File: src/rtl/clock_disp_pkg.sv
// rtl/clock_disp_pkg.sv - shared types and segment constants for the HH:MM scan display
package clock_disp_pkg;

   typedef logic [1:0] slot_t;

   localparam logic [6:0] SEG_BLANK = 7'h00;
   localparam logic [6:0] SEG_DASH  = 7'h40;

   localparam logic [3:0] ENC_BLANK = 4'd10;
   localparam logic [3:0] ENC_DASH  = 4'd11;

   // Segment pattern for a decimal digit; bit 0 = a .. bit 6 = g
   function automatic logic [6:0] seg_of_digit(input logic [3:0] digit);
      logic [6:0] seg;
      case (digit)
         4'd0:    seg = 7'h3F;
         4'd1:    seg = 7'h06;
         4'd2:    seg = 7'h5B;
         4'd3:    seg = 7'h4F;
         4'd4:    seg = 7'h66;
         4'd5:    seg = 7'h6D;
         4'd6:    seg = 7'h7D;
         4'd7:    seg = 7'h07;
         4'd8:    seg = 7'h7F;
         4'd9:    seg = 7'h6F;
         default: seg = SEG_BLANK;
      endcase
      return seg;
   endfunction

endpackage

File: src/rtl/clock_disp_scan_if.sv
// rtl/clock_disp_scan_if.sv - time-of-day bus in, multiplexed 7-segment pins out
interface clock_disp_scan_if;
   logic       ena;
   logic [3:0] hours;
   logic [5:0] minutes;
   logic [5:0] seconds;
   logic       am_pm;
   logic [6:0] seg;
   logic       dp;
   logic [3:0] dig_en;

   modport master (
      output ena, hours, minutes, seconds, am_pm,
      input  seg, dp, dig_en
   );

   modport slave (
      input  ena, hours, minutes, seconds, am_pm,
      output seg, dp, dig_en
   );
endinterface

File: src/rtl/seg7_enc.sv
// rtl/seg7_enc.sv - combinational digit/blank/dash code to 7-segment pattern
module seg7_enc
   import clock_disp_pkg::*;
(
   input  logic [3:0] code_i,
   output logic [6:0] seg_o
);

   always_comb begin
      seg_o = SEG_BLANK;
      if (code_i == ENC_DASH) begin
         seg_o = SEG_DASH;
      end else begin
         seg_o = seg_of_digit(code_i);
      end
   end

endmodule

File: src/rtl/clock_disp_scan.sv
// rtl/clock_disp_scan.sv - 4-digit HH:MM scan driver; LEADING_BLANK_EN blanks a zero hour-tens digit
module clock_disp_scan
   import clock_disp_pkg::*;
#(
   parameter int SCAN_DIV  = 10000,
   parameter int BLANK_CYC = 16
) (
   input  logic              clk,
   input  logic              rst_n,
   clock_disp_scan_if.slave  bus_io
);

   localparam int            CW        = $clog2(SCAN_DIV);
   localparam logic [CW-1:0] CNT_LAST  = CW'(SCAN_DIV - 1);
   localparam logic [CW-1:0] CNT_BLANK = CW'(BLANK_CYC);

   logic [CW-1:0] cnt_q, cnt_d;
   slot_t         slot_q, slot_d;
   logic          snap;

   logic [3:0]    hr_q;
   logic [5:0]    min_q;
   logic          sec0_q;
   logic          pm_q;

   logic [6:0]    seg_q, seg_d;
   logic          dp_q, dp_d;
   logic [3:0]    dig_en_q, dig_en_d;

   logic          valid;
   logic          hr_tens;
   logic [3:0]    hr_units;
   logic [2:0]    min_tens;
   logic [5:0]    min_base;
   logic [3:0]    min_units;
   logic [3:0]    code;
   logic          dp_sel;
   logic [6:0]    enc_seg;

   // A frozen scan (ena low) also suppresses the 3->0 wrap and its snapshot
   always_comb begin
      cnt_d  = cnt_q;
      slot_d = slot_q;
      snap   = 1'b0;
      if (bus_io.ena) begin
         if (cnt_q == CNT_LAST) begin
            cnt_d  = '0;
            slot_d = slot_q + 2'd1;
            snap   = (slot_q == 2'd3);
         end else begin
            cnt_d = cnt_q + 1'b1;
         end
      end
   end

   always_ff @(posedge clk or negedge rst_n) begin
      if (!rst_n) begin
         cnt_q  <= '0;
         slot_q <= 2'd0;
         hr_q   <= 4'd12;
         min_q  <= 6'd0;
         sec0_q <= 1'b0;
         pm_q   <= 1'b0;
      end else begin
         cnt_q  <= cnt_d;
         slot_q <= slot_d;
         if (snap) begin
            hr_q   <= bus_io.hours;
            min_q  <= bus_io.minutes;
            sec0_q <= bus_io.seconds[0];
            pm_q   <= bus_io.am_pm;
         end
      end
   end

   assign valid    = (hr_q != 4'd0) && (hr_q <= 4'd12) && (min_q <= 6'd59);
   assign hr_tens  = (hr_q >= 4'd10);
   assign hr_units = hr_tens ? (hr_q - 4'd10) : hr_q;

   always_comb begin
      min_tens = 3'd0;
      min_base = 6'd0;
      if (min_q >= 6'd50) begin
         min_tens = 3'd5;
         min_base = 6'd50;
      end else if (min_q >= 6'd40) begin
         min_tens = 3'd4;
         min_base = 6'd40;
      end else if (min_q >= 6'd30) begin
         min_tens = 3'd3;
         min_base = 6'd30;
      end else if (min_q >= 6'd20) begin
         min_tens = 3'd2;
         min_base = 6'd20;
      end else if (min_q >= 6'd10) begin
         min_tens = 3'd1;
         min_base = 6'd10;
      end
   end

   assign min_units = 4'(min_q - min_base);

   always_comb begin
      code   = ENC_DASH;
      dp_sel = 1'b0;
      if (valid) begin
         case (slot_q)
            2'd0: begin
               code   = min_units;
               dp_sel = pm_q;
            end
            2'd1: code = {1'b0, min_tens};
            2'd2: begin
               code   = hr_units;
               dp_sel = ~sec0_q;
            end
            default: begin
               code = {3'b000, hr_tens};
`ifdef LEADING_BLANK_EN
               if (!hr_tens) begin
                  code = ENC_BLANK;
               end
`endif
            end
         endcase
      end
   end

   seg7_enc u_enc (
      .code_i (code),
      .seg_o  (enc_seg)
   );

   // Outputs reflect the pre-advance (slot, cnt) state, one cycle late
   always_comb begin
      seg_d    = 7'h00;
      dp_d     = 1'b0;
      dig_en_d = 4'h0;
      if (bus_io.ena) begin
         seg_d = enc_seg;
         dp_d  = dp_sel;
         if (cnt_q >= CNT_BLANK) begin
            dig_en_d = 4'(4'b0001 << slot_q);
         end
      end
   end

   always_ff @(posedge clk or negedge rst_n) begin
      if (!rst_n) begin
         seg_q    <= 7'h00;
         dp_q     <= 1'b0;
         dig_en_q <= 4'h0;
      end else begin
         seg_q    <= seg_d;
         dp_q     <= dp_d;
         dig_en_q <= dig_en_d;
      end
   end

   assign bus_io.seg    = seg_q;
   assign bus_io.dp     = dp_q;
   assign bus_io.dig_en = dig_en_q;

endmodule

File: src/flat_wrapper.sv
// flat-port wrapper written by rule: the top's interface ports become plain ports
module clock_disp_scan_flat import clock_disp_pkg::*;
#(
   parameter int SCAN_DIV  = 10000,
   parameter int BLANK_CYC = 16
)
  (clk, rst_n, bus_io_ena, bus_io_hours, bus_io_minutes, bus_io_seconds, bus_io_am_pm, bus_io_seg, bus_io_dp, bus_io_dig_en);
  clock_disp_scan_if bus_io_i ();
  input  logic clk;
  input  logic rst_n;
  input wire logic [$bits(bus_io_i.ena)-1:0] bus_io_ena;
  input wire logic [$bits(bus_io_i.hours)-1:0] bus_io_hours;
  input wire logic [$bits(bus_io_i.minutes)-1:0] bus_io_minutes;
  input wire logic [$bits(bus_io_i.seconds)-1:0] bus_io_seconds;
  input wire logic [$bits(bus_io_i.am_pm)-1:0] bus_io_am_pm;
  output wire logic [$bits(bus_io_i.seg)-1:0] bus_io_seg;
  output wire logic [$bits(bus_io_i.dp)-1:0] bus_io_dp;
  output wire logic [$bits(bus_io_i.dig_en)-1:0] bus_io_dig_en;
  assign bus_io_i.ena = bus_io_ena;
  assign bus_io_i.hours = bus_io_hours;
  assign bus_io_i.minutes = bus_io_minutes;
  assign bus_io_i.seconds = bus_io_seconds;
  assign bus_io_i.am_pm = bus_io_am_pm;
  assign bus_io_seg = bus_io_i.seg;
  assign bus_io_dp = bus_io_i.dp;
  assign bus_io_dig_en = bus_io_i.dig_en;
  clock_disp_scan #(.SCAN_DIV(SCAN_DIV), .BLANK_CYC(BLANK_CYC)) u_core (.clk(clk), .rst_n(rst_n), .bus_io(bus_io_i));
endmodule
File: config.mk
export PLATFORM = sky130hd
export DESIGN_NAME = clock_disp_scan_flat
export DESIGN_NICKNAME = d
export VERILOG_FILES = /design/src/rtl/clock_disp_pkg.sv /design/src/rtl/clock_disp_scan_if.sv /design/src/rtl/seg7_enc.sv /design/src/rtl/clock_disp_scan.sv /design/src/flat_wrapper.sv
export SDC_FILE = /design/constraint.sdc
export NUM_CORES = 1
export LEC_CHECK = 0
export BUFFER_PORTS_ARGS = -buffer_cell sky130_fd_sc_hd__clkbuf_2
export CAP_MARGIN = 10
export CORE_MARGIN = 2
export CORE_UTILIZATION = 40
export CTS_BUF_LIST = sky130_fd_sc_hd__clkbuf_8
export CTS_CLUSTER_DIAMETER = 100
export DETAILED_ROUTE_END_ITERATION = 10
export GPL_ROUTABILITY_DRIVEN = 0
export SYNTH_ARGS = -nofsm -noshare
export SYNTH_HDL_FRONTEND = slang
export SYNTH_SLANG_ARGS = --single-unit
File: constraint.sdc
create_clock -name clk -period 5.7 [get_ports clk]
set_clock_uncertainty 0.1 [all_clocks]
set_input_delay 1.14 -clock clk [delete_from_list [all_inputs] [get_ports clk]]
set_output_delay 1.14 -clock clk [all_outputs]
set_load 0.1 [all_outputs]
; ---- Word-level counts from Yosys, hierarchy flattened
; Memories as Yosys holds them, arrays and structs flattened.
; Cells that the tools add are included.
[word_totals]
regBits = 40
rom_bits = 112
input_bits = 20
output_inout_bits = 12
wordCells = 58
mem_count = 1
[classes]
addsub = 4
magnitude_cmp = 9
n_eq_ne = 5
n_shift = 1
n_mux = 23
n_bitwise = 1
n_reduce_logical = 5
[memory_table]
columns = name, words, word_bits, rd, rd_ports_with_merged_regs, write_ports, line
row1 = (no name shown), 16, 7, 1, 0, 0, clock_disp_pkg.sv:15  ; case (digit)
[op_table]
columns = op, count
row1 = 4-bit 2-to-1 mux, 9
row2 = 14-bit by 1-bit adder with 14-bit output (second input constant), 1
row3 = 14-bit == test (second input constant), 1
row4 = 14-bit by 5-bit greater-or-equal comparator with 1-bit output (second input constant), 1
row5 = 14-bit 2-to-1 mux, 1
row6 = 7-bit 2-to-1 mux, 2
row7 = 6-bit by 5-bit greater-or-equal comparator with 1-bit output (second input constant), 2
row8 = 6-bit greater-or-equal comparator (second input constant), 2
row9 = 3-bit 2-to-1 mux, 4
row10 = 4-bit one-hot mux with 3 select lines, 1
row11 = 6-bit by 4-bit greater-or-equal comparator with 1-bit output (second input constant), 1
row12 = 6-bit less-or-equal comparator (second input constant), 1
row13 = 1-bit 2-to-1 mux, 5
row14 = 2-bit == test (second input constant), 2
row15 = 4-bit == test (second input constant), 1
row16 = 4-bit greater-or-equal comparator (second input constant), 1
row17 = 4-bit less-or-equal comparator (second input constant), 1
row18 = 4-bit nonzero test, 1
row19 = 1-bit by 2-bit << shifter with 4-bit output (first input constant), 1
row20 = 4-bit subtractor, 1
row21 = 4-bit subtractor (second input constant), 1
row22 = 2-bit by 1-bit adder with 2-bit output (second input constant), 1
row23 = 2-bit by 1-bit == test with 1-bit output (second input constant), 1
row24 = 1-bit logical AND, 2
row25 = other kinds (4), 4

; ---- Longest topological paths before layout
[depth]
word_depth = 12
mapped_depth = 16
depth_no_buf = 15

; ---- Cells and area by module
; Synthesis repeated with hierarchy kept, for this count alone.
[hier_totals]
cells_unflattened = 227
hier_area_um2 = 2402.3
[by_module_without_submodules]
columns = mod, n_inst, cells_each, area_each_um2, seq_area_each_um2
row1 = clock_disp_scan, 1, 198, 2169.6, 1003.5
row2 = seg7_enc, 1, 29, 232.7, 0.0

; ---- Least setup slack after synthesis
; OpenSTA, ideal clock, no wires.
[synth_timing]
path_type = register to register
startpoint = register u_core.min_q[4]
endpoint = register u_core.seg_q[4], in the netlist u_core.bus_io.seg[4]
setup_time_ps = 74
arrival_ps = 2855
t_required_ps = 5526
path_slack_ps = 2672
path_stages_with_launch = 17
n_path_buf = 1
synth_period_minus_slack_ps = 3028
path_cell_list = dfrtp_1 > buf_6 > nor2b_1 > or2_2 > nand3_1 > o31ai_1 > ha_1 > nor2b_1 > a311oi_1 > a31oi_1 > or2b_1 > inv_1 > ha_1 > nand2_1 > a211o_1 > o31a_1 > o21ai_2
[synth_via]
elab_chain_cells = 12
word_cells_on_any_way = 24
classes_between = add/sub: 1 / order compare: 6 / eq/ne: 1 / mux: 14 / reduce/logical: 1 / memory: 1
[synth_lines]
columns = item, line
row1 = "start, declared", clock_disp_scan.sv:22  ; logic [5:0] min_q;
row2 = "start signal, assigned", clock_disp_scan.sv:69  ; min_q <= bus_io.minutes;
row3 = 6-bit by 4-bit greater-or-equal comparator with 1-bit output, clock_disp_scan.sv:95  ; end else if (min_q >= 6'd10) begin
row4 = 4-bit 2-to-1 mux, clock_disp_scan.sv:95
row5 = 4-bit 2-to-1 mux, clock_disp_scan.sv:92  ; end else if (min_q >= 6'd20) begin
row6 = 4-bit 2-to-1 mux, clock_disp_scan.sv:89  ; end else if (min_q >= 6'd30) begin
row7 = 4-bit 2-to-1 mux, clock_disp_scan.sv:86  ; end else if (min_q >= 6'd40) begin
row8 = 4-bit 2-to-1 mux, clock_disp_scan.sv:83  ; if (min_q >= 6'd50) begin
row9 = 4-bit subtractor, clock_disp_scan.sv:101  ; assign min_units = 4'(min_q - min_base);
row10 = 4-bit one-hot mux with 3 select lines, clock_disp_scan.sv:107  ; case (slot_q)
row11 = 4-bit 2-to-1 mux *, clock_disp_scan.sv:106  ; if (valid) begin
row12 = memory read 16 x 7 bit or 4-bit == test (tied branches), --
row13 = 7-bit 2-to-1 mux *, seg7_enc.sv:11  ; if (code_i == ENC_DASH) begin
row14 = 7-bit 2-to-1 mux *, clock_disp_scan.sv:139  ; if (bus_io.ena) begin
row15 = via u_core.seg_d[4], clock_disp_scan.sv:26  ; logic [6:0] seg_q, seg_d;
row16 = "end signal, assigned", clock_disp_scan.sv:154  ; seg_q <= seg_d;
row17 = "end, declared", clock_disp_scan.sv:26
; Mark *: on every way through the listed nets, which the timed path passes. The rest lies on a longest branch.
; A chain may end at the register's enable or synchronous reset.

; ---- Worst setup path after layout
; Same ends and word-level chain as after synthesis.

==> impl_results.md <==
- Status: complete, no violations
- Setup TNS: 0 ns
- Fillers: 568
- Via Count: 1761
- Vias in the first global route: 1631
- Clock sink count: 40
- GRT Util Overall: 15.2%
- Top cells by area, synth: dfrtp_1 39%, ha_1 7.7%, mux2_2 5.5%, xnor2_1 3.6%, nand2_1 2.6%
- Pwr dens: 230 nW/um^2
- DR vias/cell: 5.21
- H-tree Lvls: 2
- CORE AREA: 5920 um^2
- Placement-stage cell area: 2620 um^2
- Sequential share of the synthesized area: 41.1%
- Global route overflow: 0
- DRT iter0 DRCs: 50
- Synth unique cells: 60
- Share of cells above drive strength 1: 26.2%
- Hold-critical path depth: 1
- Final ANT Viol Nets: 0
- R2R Path End: u_core.bus_io.seg[4]
- Final setup vio count: 0
- TritonCTS clock tree: built
- I/O Buffers: 26
- Clk pin slew, worst setup/hold paths: 0.08 ns
- Fin. Hold Viols: 0
- Design area: 2710 um^2
- CTS buffer count: 5
- Initial antenna violation count: 0
- DRT Pass-1 Iters: 4
- PnR worst setup slack: 2.39 ns
- Hpwl dp: 3430 um
- Worst Setup End Kind: register
- Minimum clock period after layout: 3.31 ns
- RSZ-0062 raised after global routing: no
- WL/cell: 13.7 um
- Hold WC Path Type: reg -> reg
- Top FF cell, synth: dfrtp_1
- Post-Syn Area: 2440 um^2
- Rows: 28
- FF-to-FF path depth: 15
- Leakage: 1.25 nW
- Worst-Margin Slew: 0.996 ns
- Crit path max fanout: 13
- CP Launch Type: register
- Die W: 82.2 um
- Reg2reg setup slack: 2.39 ns
- CTS max path bufs: 2
- Area Overhead vs Synth: 11.1%
- Area occupied by multi-input gates: 1320 um^2
- CTS Root Cell: clkbuf_8
- Hold Path Origin: u_core.cnt_q[11]
- Ant diodes: 0
- Place WS: 2.42 ns
- Clock Latency Late Sink: 0.30 ns
- Reg-to-reg startpoint: u_core.min_q[4]
- Hold endpoint: u_core.cnt_q[11]
- Routed WL: 4620 um
- Die Span Y: 82.2 um
- CTS Hold Bufs: 0
- Top cell type's share of synthesized area: 38.9%
- Synth area leader: dfrtp_1
- Peak VDD IR: 0.000122 V
- Largest net degree at the start of global routing: 41
- Initial Util: 41.3%
- Critical path required time: 5.83 ns
- Syn Nets: 272
- Die ar.: 6750 um^2
- Ys Warns: 0
- Crit Path Class: reg -> reg
- Post-CTS resize count: 0
- Max-cap viol count: 0
- Post-CTS setup buffers: 0
- Number of enable flip-flop cells after synthesis: 0
- Layout Nets: 298
- Worst rel slew slack: 33.6%
- Mean area per synthesized cell: 10.4 um^2
- Final period util: 58.1%
- First-pass GRT wire length: 7750 um
- Mapped Cells: 236
- Final Max Tran Viols: 0
- Register area: 1000 um^2
- DRC Markers: 0
- Overall Power: 0.625 mW
- WP data arrival: 3.45 ns
- Fin util: 45.8%
- Top Ports: 32
- Yosys reg bits: 40
- Asr flop ratio synth: 100%
- Highest clock rate: 302 MHz
[cell families (layout without fill, tap and decap cells)]
group                      Yosys count  after routing  share of synthesized area [%]
and+or+nand+nor                     85             85                           19.3
AOI/OAI and AO/OA                   42             42                           15.0
muxes                               13             13                           5.94
DFF                                 40             40                           41.1
xor gates and xnor gates            15             15                           5.38
buffers and inverters               25             52                           4.86
adders and majority gates           16             16                           8.50
[sequential cells by signal, summed over array words and instances (netlist names)]
| name | count |
|---|---|
| u_core.cnt_q | 14 |
| u_core.bus_io.dp | 1 |
| u_core.pm_q | 1 |
| u_core.bus_io.seg | 7 |
| u_core.min_q | 6 |
| u_core.hr_q | 4 |
| u_core.sec0_q | 1 |
| u_core.slot_q | 2 |
| u_core.bus_io.dig_en | 4 |
[layout make-up]
class	instances	area share (%)
inverter	17	2.40
clock inverter	3	0.876
tap	75	3.46
multi-input combinational	171	48.7
timing repair buffer	27	5.07
clock buffer	5	2.54
sequential	40	37.0
[worst max-delay path: stages (launching register included)]
cell and delay, ns:
dfrtp_1 0.51, nor2b_1 0.20, or2_2 0.29, nand3_1 0.09, o31ai_1 0.08, ha_1 0.28
nor2b_1 0.04, a311oi_1 0.24, a31oi_1 0.15, or2b_1 0.30, inv_1 0.14, ha_1 0.20
nand2_1 0.07, a211o_1 0.27, o31a_1 0.24, o21ai_2 0.05
[Yosys cell counts, types with 2 or more instances]
cell type and n:
o31ai_1 2, o211ai_1 3, buf_2 4, and2_1 5, xor2_1 5, o21ai_0 3, nor2_1 15, or4_1 2
o211ai_2 2, and3b_1 2, or2_2 2, nand3_1 5, a211oi_2 2, a31oi_1 2, nand4_1 6, o2111ai_1 3
o21a_1 2, a21oi_1 3, buf_6 2, and2_2 2, dfrtp_1 38, nand2_1 17, nor3_1 6, o21ai_2 2
dfstp_2 2, mux2_2 12, nor2b_1 10, ha_1 15, and3_1 4, xnor2_1 10, o31a_1 2, inv_1 16
nand2b_1 2, a22oi_1 2
[per-layer routing]
metal	GRT usage, %	routed length (um)	vias up
met5	0	0	-
met4	5.17	63	0
met3	3.37	137	6
met2	25.0	2250	19
met1	19.9	2160	856
li1	-	-	880
[placed cells by master (no fill, tap or decap), types with 3 or more instances in the layout]
| cell type | n |
|---|---|
| a21oi_1 | 3 |
| and2_1 | 5 |
| and3_1 | 4 |
| clkbuf_2 | 26 |
| clkbuf_8 | 5 |
| dfrtp_1 | 38 |
| ha_1 | 15 |
| inv_1 | 16 |
| mux2_2 | 12 |
| nand2_1 | 17 |
| nand3_1 | 5 |
| nand4_1 | 6 |
| nor2_1 | 15 |
| nor2b_1 | 10 |
| nor3_1 | 6 |
| o2111ai_1 | 3 |
| o211ai_1 | 3 |
| o21ai_0 | 3 |
| xnor2_1 | 10 |
| xor2_1 | 5 |
[worst max path at each step]
stage,from,to,slack (ns),cells past startpoint
after global placement,u_core.min_q[4],u_core.bus_io.seg[4],2.43,15
after detailed placement,u_core.min_q[4],u_core.bus_io.seg[4],2.42,15
after CTS,u_core.min_q[4],u_core.bus_io.seg[4],2.39,15
final,u_core.min_q[4],u_core.bus_io.seg[4],2.39,15
after floorplan,u_core.min_q[4],u_core.bus_io.seg[4],2.67,16
after global routing,u_core.min_q[4],u_core.bus_io.seg[4],2.22,15
[power by group]
part | switching [mW] | internal [mW]
registers | 0.0300 | 0.312
logic | 0.0572 | 0.0344
clock network | 0.105 | 0.0866
[stage by stage]
step / hold WS (ns) / std cells
detailed placement: 0.388 / 330
finish: 0.408 / 338
global route: 0.435 / 338
global placement: 0.388 / 330
CTS: 0.403 / 338
floorplan: 0.360 / 236
(Power assumes the default switching activity.)
